[src/rtl/wen_merge_arbiter_pkg.sv]
// Shared constants and types for the write-enable merge arbiter.
package wen_merge_pkg;

  localparam int DW_DEF    = 8;
  localparam int NCH_DEF   = 3;
  localparam int DEPTH_DEF = 4;

  typedef logic [1:0]        chan_id_t;
  typedef logic [DW_DEF-1:0] byte_t;

endpackage

[src/rtl/wen_merge_arbiter_if.sv]
// Bundle of the per-channel write inputs and the merged output stream.
interface wen_merge_arbiter_if
  import wen_merge_pkg::*;
#(
  parameter int DW  = DW_DEF,
  parameter int NCH = NCH_DEF
);

  logic [NCH-1:0]    wen;
  logic [NCH*DW-1:0] data;
  logic              freeze;
  logic              ovf_clr;
  logic              o_valid;
  logic              o_ready;
  logic [DW-1:0]     o_data;
  chan_id_t          o_chan;
  logic [NCH-1:0]    ovf;
  logic [NCH-1:0]    empty;

  // Upstream connector / write sink side
  modport master (
    output wen, data, freeze, ovf_clr, o_ready,
    input  o_valid, o_data, o_chan, ovf, empty
  );

  // Arbiter side
  modport slave (
    input  wen, data, freeze, ovf_clr, o_ready,
    output o_valid, o_data, o_chan, ovf, empty
  );

endinterface

[src/rtl/wen_merge_arbiter_chan_fifo.sv]
// Per-channel byte FIFO; pointers carry an extra wrap bit to tell full from empty.
module wen_chan_fifo #(
  parameter int DW    = 8,
  parameter int DEPTH = 4
) (
  input  logic          clk_i,
  input  logic          rst_ni,
  input  logic          push_i,
  input  logic          pop_i,
  input  logic [DW-1:0] wdata_i,
  output logic [DW-1:0] rdata_o,
  output logic          full_o,
  output logic          empty_o
);

  localparam int AW = $clog2(DEPTH);

  logic [DW-1:0] mem_q [DEPTH];
  logic [AW:0]   wptr_q, rptr_q;

  // Pointer advance; reset discards contents by realigning pointers
  always_ff @(posedge clk_i or negedge rst_ni) begin
    if (!rst_ni) begin
      wptr_q <= '0;
      rptr_q <= '0;
    end else begin
      if (push_i) wptr_q <= wptr_q + 1'b1;
      if (pop_i)  rptr_q <= rptr_q + 1'b1;
    end
  end

  // Storage write; a push into a full FIFO lands in the slot being popped this cycle
  always_ff @(posedge clk_i) begin
    if (push_i) mem_q[wptr_q[AW-1:0]] <= wdata_i;
  end

  assign rdata_o = mem_q[rptr_q[AW-1:0]];
  assign empty_o = (wptr_q == rptr_q);
  assign full_o  = (wptr_q[AW] != rptr_q[AW]) && (wptr_q[AW-1:0] == rptr_q[AW-1:0]);

endmodule

[src/rtl/wen_merge_arbiter.sv]
// Buffers NCH write channels and merges them round-robin into one registered stream.
module wen_merge_arbiter
  import wen_merge_pkg::*;
#(
  parameter int DW    = DW_DEF,
  parameter int NCH   = NCH_DEF,
  parameter int DEPTH = DEPTH_DEF
) (
  input logic                 clk,
  input logic                 resetn,
  wen_merge_arbiter_if.slave  bus
);

  localparam int unsigned NCH_U = NCH;

  logic [NCH-1:0] full_w, empty_w, push, pop;
  logic [DW-1:0]  rdata [NCH];
  logic [NCH-1:0] ovf_q, ovf_d;
  logic           o_valid_q;
  logic [DW-1:0]  o_data_q;
  chan_id_t       o_chan_q, last_q;
  chan_id_t       gnt_idx, idx;
  logic           gnt_found, free, grant;

  for (genvar g = 0; g < NCH; g++) begin : g_ch
    wen_chan_fifo #(.DW(DW), .DEPTH(DEPTH)) u_fifo (
      .clk_i   (clk),
      .rst_ni  (resetn),
      .push_i  (push[g]),
      .pop_i   (pop[g]),
      .wdata_i (bus.data[g*DW +: DW]),
      .rdata_o (rdata[g]),
      .full_o  (full_w[g]),
      .empty_o (empty_w[g])
    );
  end

  // Round-robin search starting one past the last granted channel
  always_comb begin
    gnt_found = 1'b0;
    gnt_idx   = '0;
    idx       = '0;
    for (int unsigned k = 1; k <= NCH_U; k++) begin
      idx = chan_id_t'((32'(last_q) + k) % NCH_U);
      if (!gnt_found && !empty_w[idx]) begin
        gnt_found = 1'b1;
        gnt_idx   = idx;
      end
    end
  end

  assign free  = !o_valid_q || bus.o_ready;
  assign grant = free && !bus.freeze && gnt_found;

  // Pop the granted FIFO; accept writes when not full or when the slot frees this cycle
  always_comb begin
    pop  = '0;
    push = '0;
    for (int unsigned i = 0; i < NCH_U; i++) begin
      pop[i]  = grant && (gnt_idx == chan_id_t'(i));
      push[i] = bus.wen[i] && (!full_w[i] || pop[i]);
    end
    ovf_d = (bus.ovf_clr ? '0 : ovf_q) | (bus.wen & full_w & ~pop);
  end

  // Output register, round-robin pointer and sticky overflow flags
  always_ff @(posedge clk or negedge resetn) begin
    if (!resetn) begin
      o_valid_q <= 1'b0;
      o_data_q  <= '0;
      o_chan_q  <= '0;
      last_q    <= chan_id_t'(NCH - 1);
      ovf_q     <= '0;
    end else begin
      ovf_q <= ovf_d;
      if (grant) begin
        o_valid_q <= 1'b1;
        o_data_q  <= rdata[gnt_idx];
        o_chan_q  <= gnt_idx;
        last_q    <= gnt_idx;
      end else if (free) begin
        o_valid_q <= 1'b0;
      end
    end
  end

  assign bus.o_valid = o_valid_q;
  assign bus.o_data  = o_data_q;
  assign bus.o_chan  = o_chan_q;
  assign bus.ovf     = ovf_q;
  assign bus.empty   = empty_w;

endmodule

[src/flat_wrapper.sv]
// flat-port wrapper written by rule: the top's interface ports become plain ports
module wen_merge_arbiter_flat import wen_merge_pkg::*;
#(
  parameter int DW    = DW_DEF,
  parameter int NCH   = NCH_DEF,
  parameter int DEPTH = DEPTH_DEF
)
  (clk, resetn, bus_wen, bus_data, bus_freeze, bus_ovf_clr, bus_o_ready, bus_o_valid, bus_o_data, bus_o_chan, bus_ovf, bus_empty);
  wen_merge_arbiter_if #(.DW(DW), .NCH(NCH)) bus_i ();
  input logic clk;
  input logic resetn;
  input wire logic [$bits(bus_i.wen)-1:0] bus_wen;
  input wire logic [$bits(bus_i.data)-1:0] bus_data;
  input wire logic [$bits(bus_i.freeze)-1:0] bus_freeze;
  input wire logic [$bits(bus_i.ovf_clr)-1:0] bus_ovf_clr;
  input wire logic [$bits(bus_i.o_ready)-1:0] bus_o_ready;
  output wire logic [$bits(bus_i.o_valid)-1:0] bus_o_valid;
  output wire logic [$bits(bus_i.o_data)-1:0] bus_o_data;
  output wire logic [$bits(bus_i.o_chan)-1:0] bus_o_chan;
  output wire logic [$bits(bus_i.ovf)-1:0] bus_ovf;
  output wire logic [$bits(bus_i.empty)-1:0] bus_empty;
  assign bus_i.wen = bus_wen;
  assign bus_i.data = bus_data;
  assign bus_i.freeze = bus_freeze;
  assign bus_i.ovf_clr = bus_ovf_clr;
  assign bus_i.o_ready = bus_o_ready;
  assign bus_o_valid = bus_i.o_valid;
  assign bus_o_data = bus_i.o_data;
  assign bus_o_chan = bus_i.o_chan;
  assign bus_ovf = bus_i.ovf;
  assign bus_empty = bus_i.empty;
  wen_merge_arbiter #(.DW(DW), .NCH(NCH), .DEPTH(DEPTH)) u_core (.clk(clk), .resetn(resetn), .bus(bus_i));
endmodule
[config.mk]
export PLATFORM = sky130hd
export DESIGN_NAME = wen_merge_arbiter_flat
export DESIGN_NICKNAME = d
export VERILOG_FILES = /design/src/rtl/wen_merge_arbiter_pkg.sv /design/src/rtl/wen_merge_arbiter_if.sv /design/src/rtl/wen_merge_arbiter_chan_fifo.sv /design/src/rtl/wen_merge_arbiter.sv /design/src/flat_wrapper.sv
export SDC_FILE = /design/constraint.sdc
export NUM_CORES = 1
export LEC_CHECK = 0
export CAP_MARGIN = 20
export CORE_MARGIN = 2
export CORE_UTILIZATION = 39
export CTS_BUF_LIST = sky130_fd_sc_hd__clkbuf_4
export CTS_CLUSTER_SIZE = 20
export DETAILED_ROUTE_END_ITERATION = 6
export GPL_TIMING_DRIVEN = 0
export PLACE_DENSITY = 0.59
export REMOVE_ABC_BUFFERS = 1
export SLEW_MARGIN = 15
export SYNTH_ARGS = -nofsm -noshare
export SYNTH_HDL_FRONTEND = slang
export SYNTH_SLANG_ARGS = --single-unit
[constraint.sdc]
create_clock -name clk -period 6.8 [get_ports clk]
set_input_delay 1.36 -clock clk [delete_from_list [all_inputs] [get_ports clk]]
set_output_delay 1.36 -clock clk [all_outputs]
set_load 0.1 [all_outputs]
==> impl_metrics.toml, run 1 <==
[timing]
drv_slew = 0
fmax_ghz = 0.216
min_period_over_period = 0.682
finClkSkew_ps = 14.5
grt_setup_unrepaired = "false"
max_slew.worst_pin.slew_ps = 1020
hold_viol_final = 0
min_period_ps = 4640
tns_ps = 0
worst_slack_ps = 2160
finalSetupViolCount = 0
relSlewSlack = 0.318

[synth]
synthArstFlopShare = 0.256
netlist_instances = 380
synth_warnings = 0
synth_largest_area_cell = "edfxtp_1"
synth_flop_cell = "edfxtp_1"
synth-seq-area-share = 0.638
synth_area_leaders = "edfxtp_1 (50%), dfrtp_1 (14%), mux4_2 (7.0%), ha_1 (3.7%), mux4_1 (2.7%)"
synth_top_area_share = 0.495
syn_avg_cell_area_sq_um = 15.3
ys_ff_latch = 129
synth_enable_flop_cells = 96
synth_cell_types = 57
netlist_area_sq_mm = 0.00582

[cells_and_area]
nets = 476
instances_no_fill = 625
drive_gt1_frac = 0.152
final_cell_mix = "edfxtp_1 (96), clkdlybuf4s50_1 (47), dfrtp_1 (32)"
final_common_cell = "edfxtp_1"
syn_to_final_growth_pct = 15.3

[job]
cap_violations = 0

[cts]
clock_sinks = 129
clkTransAtPathRegs_ps = 120
clkLatencyLatePin_ps = 540
cts_buffer_depth = 2
htreeDepth = 4
ctsResizeCount = 0
post_cts_buffers = 0
cts-buffers-inserted = 17
cts_root_buffer = "clkbuf_4"
cts_tree = "yes"
hold_buffers = 0

[placement]
pre_cts_slack_ps = 2720
hpwl_mm = 7.96
dp_cells = 592
io_buffers = 48
gp_congestion = 0.720

[die]
io_pins = 49
die_area_sq_mm = 0.0159
start_util = 0.400
die_y_um = 126
fp.dieW_um = 126
rows = 44
core_sq_mm = 0.0145

[setup_path]
r2r-start = "u_core.last_q[0]"
arrival_ps = 3280
crit_start = "u_core.g_ch[2].u_fifo.rptr_q[0]"
worst-setup-path-type = "reg -> out"
critPathCaptureType = "primary output"
worstRegToRegCells = 8
cp_max_fo = 11
start_kind = "register"
worstPathRequired_ps = 5440

[worst_hold_path]
hold_depth = 1
min-delay-start = "u_core.g_ch[2].u_fifo.wptr_q[2]"
hold_path.class = "reg -> reg"

[global_routing]
grt_max_degree = 25
grt.overflow.total = 0
grt_usage = 0.153
grt_pass1_wl_mm = 18.2
grt_pass1_vias = 3348
antenna_found_initial = 1

[outcome]
status = "finished clean"

[detailed_routing]
drc = 0
vias_per_cell = 5.21
drt_first_pass_iters = 4
routed_wl_mm = 11.4
vias = 3259
wl_per_cell_um = 18.2
drt_iter0_drc = 186
ant_nets = 0
==> state kept, by name, indices dropped and copies added (netlist names) <==
signal	count
u_core.g_ch.u_fifo.mem_q	96
u_core.g_ch.u_fifo.rptr_q	9
u_core.g_ch.u_fifo.wptr_q	9
u_core.bus.o_data	8
u_core.bus.ovf	3
u_core.last_q	2
u_core.bus.o_chan	1
u_core.bus.o_valid	1
==> logic make-up after synthesis <==
| kind of cell | after synthesis | synth area share |
|---|---|---|
| xor+xnor | 21 | 0.0316 |
| flops | 129 | 0.638 |
| compound gates | 65 | 0.0828 |
| simple gates | 67 | 0.0613 |
| fa+ha+maj | 17 | 0.0366 |
| mux | 30 | 0.109 |
| buf+inv | 51 | 0.0411 |
==> Yosys cell counts (5+ instances only) <==
library cell  instances
o21ai_0              13
buf_4                 6
mux4_1                6
ha_1                 17
nor2_1               17
edfxtp_1             96
buf_2                 8
a21boi_0              8
and3_1               11
a31oi_1               9
a211oi_1              9
inv_1                28
clkbuf_1              5
nand3_1               6
mux4_2               18
xnor2_1              11
nand2_1              15
xor2_1               10
dfrtp_1              32
==> metrics by stage <==
stage | utilization | cell area, sq um | hold WS, ps
6_report | 0.462 | 6710 | 500
5_1_grt | 0.462 | 6710 | 524
4_1_cts | 0.461 | 6710 | 504
3_5_place_dp | 0.442 | 6420 | 483
3_3_place_gp | 0.440 | 6400 | 473
2_1_floorplan | - | 5690 | 460
==> routing by layer <==
layer  routed length, um  track usage  share of wire
met2                5460        0.238           0.48
met5                   0            0              0
met4                 160       0.0543          0.014
met3                 421       0.0480          0.037
met1                5350        0.204           0.47
==> critical path, stage by stage, from the launching register on <==
cell             delay (ps)
dfrtp_1                 790
xor2_1                  210
or3_4                   380
inv_2                   150
clkdlybuf4s50_1        1190
==> area by class of cell <==
class                           count  area [sq um]
Timing Repair Buffer               50           500
Multi-Input combinational cell    200          1870
Clock inverter                     15           159
Fill cell                        1346          7830
Inverter                           29           109
Antenna cell                        1          2.50
Tap cell                          184           230
Sequential cell                   129          3710
Clock buffer                       17           128
==> worst paths after layout <==
check,slack (ps),to
worst max-delay path,2160,bus_empty[2]
worst min-delay path,500,u_core.g_ch[2].u_fifo.wptr_q[2]
worst max register to register,3110,u_core.g_ch[0].u_fifo.mem_q[0][6]
worst min register to register,500,u_core.g_ch[2].u_fifo.wptr_q[2]
max in group asynchronous,5620,u_core.last_q[1]
min in group asynchronous,670,u_core.bus.o_data[0]
Power of run 1 is not shown: default switching activity piles up to over one toggle a cycle in this logic, so the estimate is an artifact.
==> run 2, diff against run 1 <==
--- a/config.mk
+++ b/config.mk
@@ -12,7 +12,7 @@
 export CTS_CLUSTER_SIZE = 20
 export DETAILED_ROUTE_END_ITERATION = 6
 export GPL_TIMING_DRIVEN = 0
-export PLACE_DENSITY = 0.59
+export PLACE_DENSITY = 0.62
 export REMOVE_ABC_BUFFERS = 1
 export SLEW_MARGIN = 15
 export SYNTH_ARGS = -nofsm -noshare
==> constraint.sdc (replaced) <==
create_clock -name clk -period 4.1 [get_ports clk]
set_input_delay 0.82 -clock clk [delete_from_list [all_inputs] [get_ports clk]]
set_output_delay 0.82 -clock clk [all_outputs]
set_load 0.1 [all_outputs]
==> impl_metrics.toml, run 2 (synthesis results as in run 1) <==
[cts]
clock_sinks = 129
clkTransAtPathRegs_ps = 120
cts_buffer_depth = 2
cts-buffers-inserted = 17
cts_tree = "yes"
post_cts_buffers = 0
cts_root_buffer = "clkbuf_4"
clkLatencyLatePin_ps = 540
htreeDepth = 4

[setup_path]
cp_max_fo = 11
critPathCapture = "bus_empty[2]"
worst-setup-path-type = "reg -> out"
crit_start = "u_core.g_ch[2].u_fifo.rptr_q[0]"
worstPathRequired_ps = 3280
rrSetupSlack_ps = 490
arrival_ps = 2960
start_kind = "register"
critPathCaptureType = "primary output"
r2r-end = "u_core.g_ch[0].u_fifo.mem_q[2][2]"
worstRegToRegCells = 7
r2r-start = "u_core.g_ch[2].u_fifo.rptr_q[0]"

[detailed_routing]
ant_nets = 0
routed_wl_mm = 11.3
vias = 3265
drc = 0
wl_per_cell_um = 18.0
drt_iter0_drc = 277
drt_first_pass_iters = 4
vias_per_cell = 5.22

[cells_and_area]
drive_gt1_frac = 0.152
regArea_sq_mm = 0.00371
diodes = 0
num-fill-cells = 1323
syn_to_final_growth_pct = 14.9
largest_reg_flops = 96
final_common_cell = "edfxtp_1"
multi_input_area_sq_mm = 0.00187
nets = 478
final_cell_mix = "edfxtp_1 (96), clkdlybuf4s50_1 (44), dfrtp_1 (32)"

[global_routing]
grt_pass1_vias = 3452
grt_usage = 0.154
grt.overflow.total = 0
grt_max_degree = 33
grt_pass1_wl_mm = 18.3
antenna_found_initial = 0

[die]
start_util = 0.400
rows = 44
core_sq_mm = 0.0145
io_pins = 49
die_area_sq_mm = 0.0159
fp.dieW_um = 126
die_y_um = 126

[timing]
tns_ps = 0
finClkSkew_ps = 21.2
min_period_over_period = 0.922
max_slew.worst_pin.slew_ps = 973
hold_viol_final = 0
grt_setup_unrepaired = "false"
min_period_ps = 3780
hold_slack_ps = 494
fmax_ghz = 0.265
relSlewSlack = 0.349
drv_slew = 0
finalSetupViolCount = 0

[placement]
hpwl_mm = 8.01
gp_congestion = 0.759
io_buffers = 48

[worst_hold_path]
hold_path.class = "reg -> reg"

[outcome]
status = "finished clean"

[job]
cap_violations = 0
run 2: changes by cell type in the layout (fill, tap and decap cells not counted), sizes merged:
cell / delta
diode: -1
dlygate4sd2: +2
dlymetal6s2s: +1
clkbuf: +1
clkdlybuf4s50: -3
dlygate4sd3: +1
buf: +1
bufinv: -1
inv: -4
clkinvlp: +3
run 2: timing repair:
item,CTS,global route
hold endpoints to repair,0,1
hold buffers,0,1
gates resized for setup,2,1
pin swaps,0,0
setup endpoints to repair,2,1
run 2: metal layers:
layer / routed length, um / GRT usage / part of all wire / vias up
met5: 0 / 0 / 0 / -
met1: 4980 / 0.204 / 0.44 / 1660
met2: 5660 / 0.246 / 0.50 / 62
met4: 61 / 0.0394 / 0.0054 / 0
li1: - / - / - / 1538
met3: 553 / 0.0493 / 0.049 / 5
run 2: worst max-delay path: stages (launching register included):
cell and delay, ps:
dfrtp_1 780, xor2_1 220, or3_4 380, inv_2 150, dlygate4sd2_1 870
run 2: worst min-delay path by stage:
stage / slack (ps) / end / startpoint / depth (start not counted)
after global routing: 530 / u_core.g_ch[2].u_fifo.wptr_q[2] / u_core.g_ch[2].u_fifo.wptr_q[2] / 1
after detailed placement: 480 / u_core.g_ch[2].u_fifo.wptr_q[2] / u_core.g_ch[2].u_fifo.wptr_q[2] / 1
final: 490 / u_core.g_ch[2].u_fifo.wptr_q[2] / u_core.g_ch[2].u_fifo.wptr_q[2] / 1
after CTS: 6 / u_core.bus.o_data[0] / resetn / 1
after floorplan: 460 / u_core.g_ch[2].u_fifo.wptr_q[2] / u_core.g_ch[2].u_fifo.wptr_q[2] / 1
after global placement: 470 / u_core.g_ch[2].u_fifo.wptr_q[2] / u_core.g_ch[2].u_fifo.wptr_q[2] / 1
run 2: area by class of cell:
class / instances / share of cell area
clock buffers: 18 / 0.0202
clock inverters: 13 / 0.0174
inverters: 29 / 0.0163
multi-input cells: 200 / 0.280
flip-flops and latches: 129 / 0.555
well taps: 184 / 0.0344
repair buffers: 52 / 0.0771
run 2: stage by stage:
| step | instance area, sq um | setup slack, ps | util | cells |
|---|---|---|---|---|
| 6_report | 6690 | 320 | 0.460 | 625 |
| 3_3_place_gp | 6400 | 145 | 0.440 | 590 |
| 4_1_cts | 6670 | 28.4 | 0.459 | 624 |
| 5_1_grt | 6690 | 69.1 | 0.460 | 625 |
| 2_1_floorplan | 5690 | 389 | - | 358 |
| 3_5_place_dp | 6420 | 486 | 0.442 | 593 |
Power of run 2 is left out for the same reason.
==> run 3, diff against run 2 <==
--- a/config.mk
+++ b/config.mk
@@ -9,7 +9,6 @@
 export CORE_MARGIN = 2
 export CORE_UTILIZATION = 39
 export CTS_BUF_LIST = sky130_fd_sc_hd__clkbuf_4
-export CTS_CLUSTER_SIZE = 20
 export DETAILED_ROUTE_END_ITERATION = 6
 export GPL_TIMING_DRIVEN = 0
 export PLACE_DENSITY = 0.62
@@ -18,3 +17,4 @@
 export SYNTH_ARGS = -nofsm -noshare
 export SYNTH_HDL_FRONTEND = slang
 export SYNTH_SLANG_ARGS = --single-unit
+export TNS_END_PERCENT = 100
==> results of run 3 <==
No change in the layout: final DEF, timing and power equal those of run 2.
Power of run 3 is left out for the same reason.
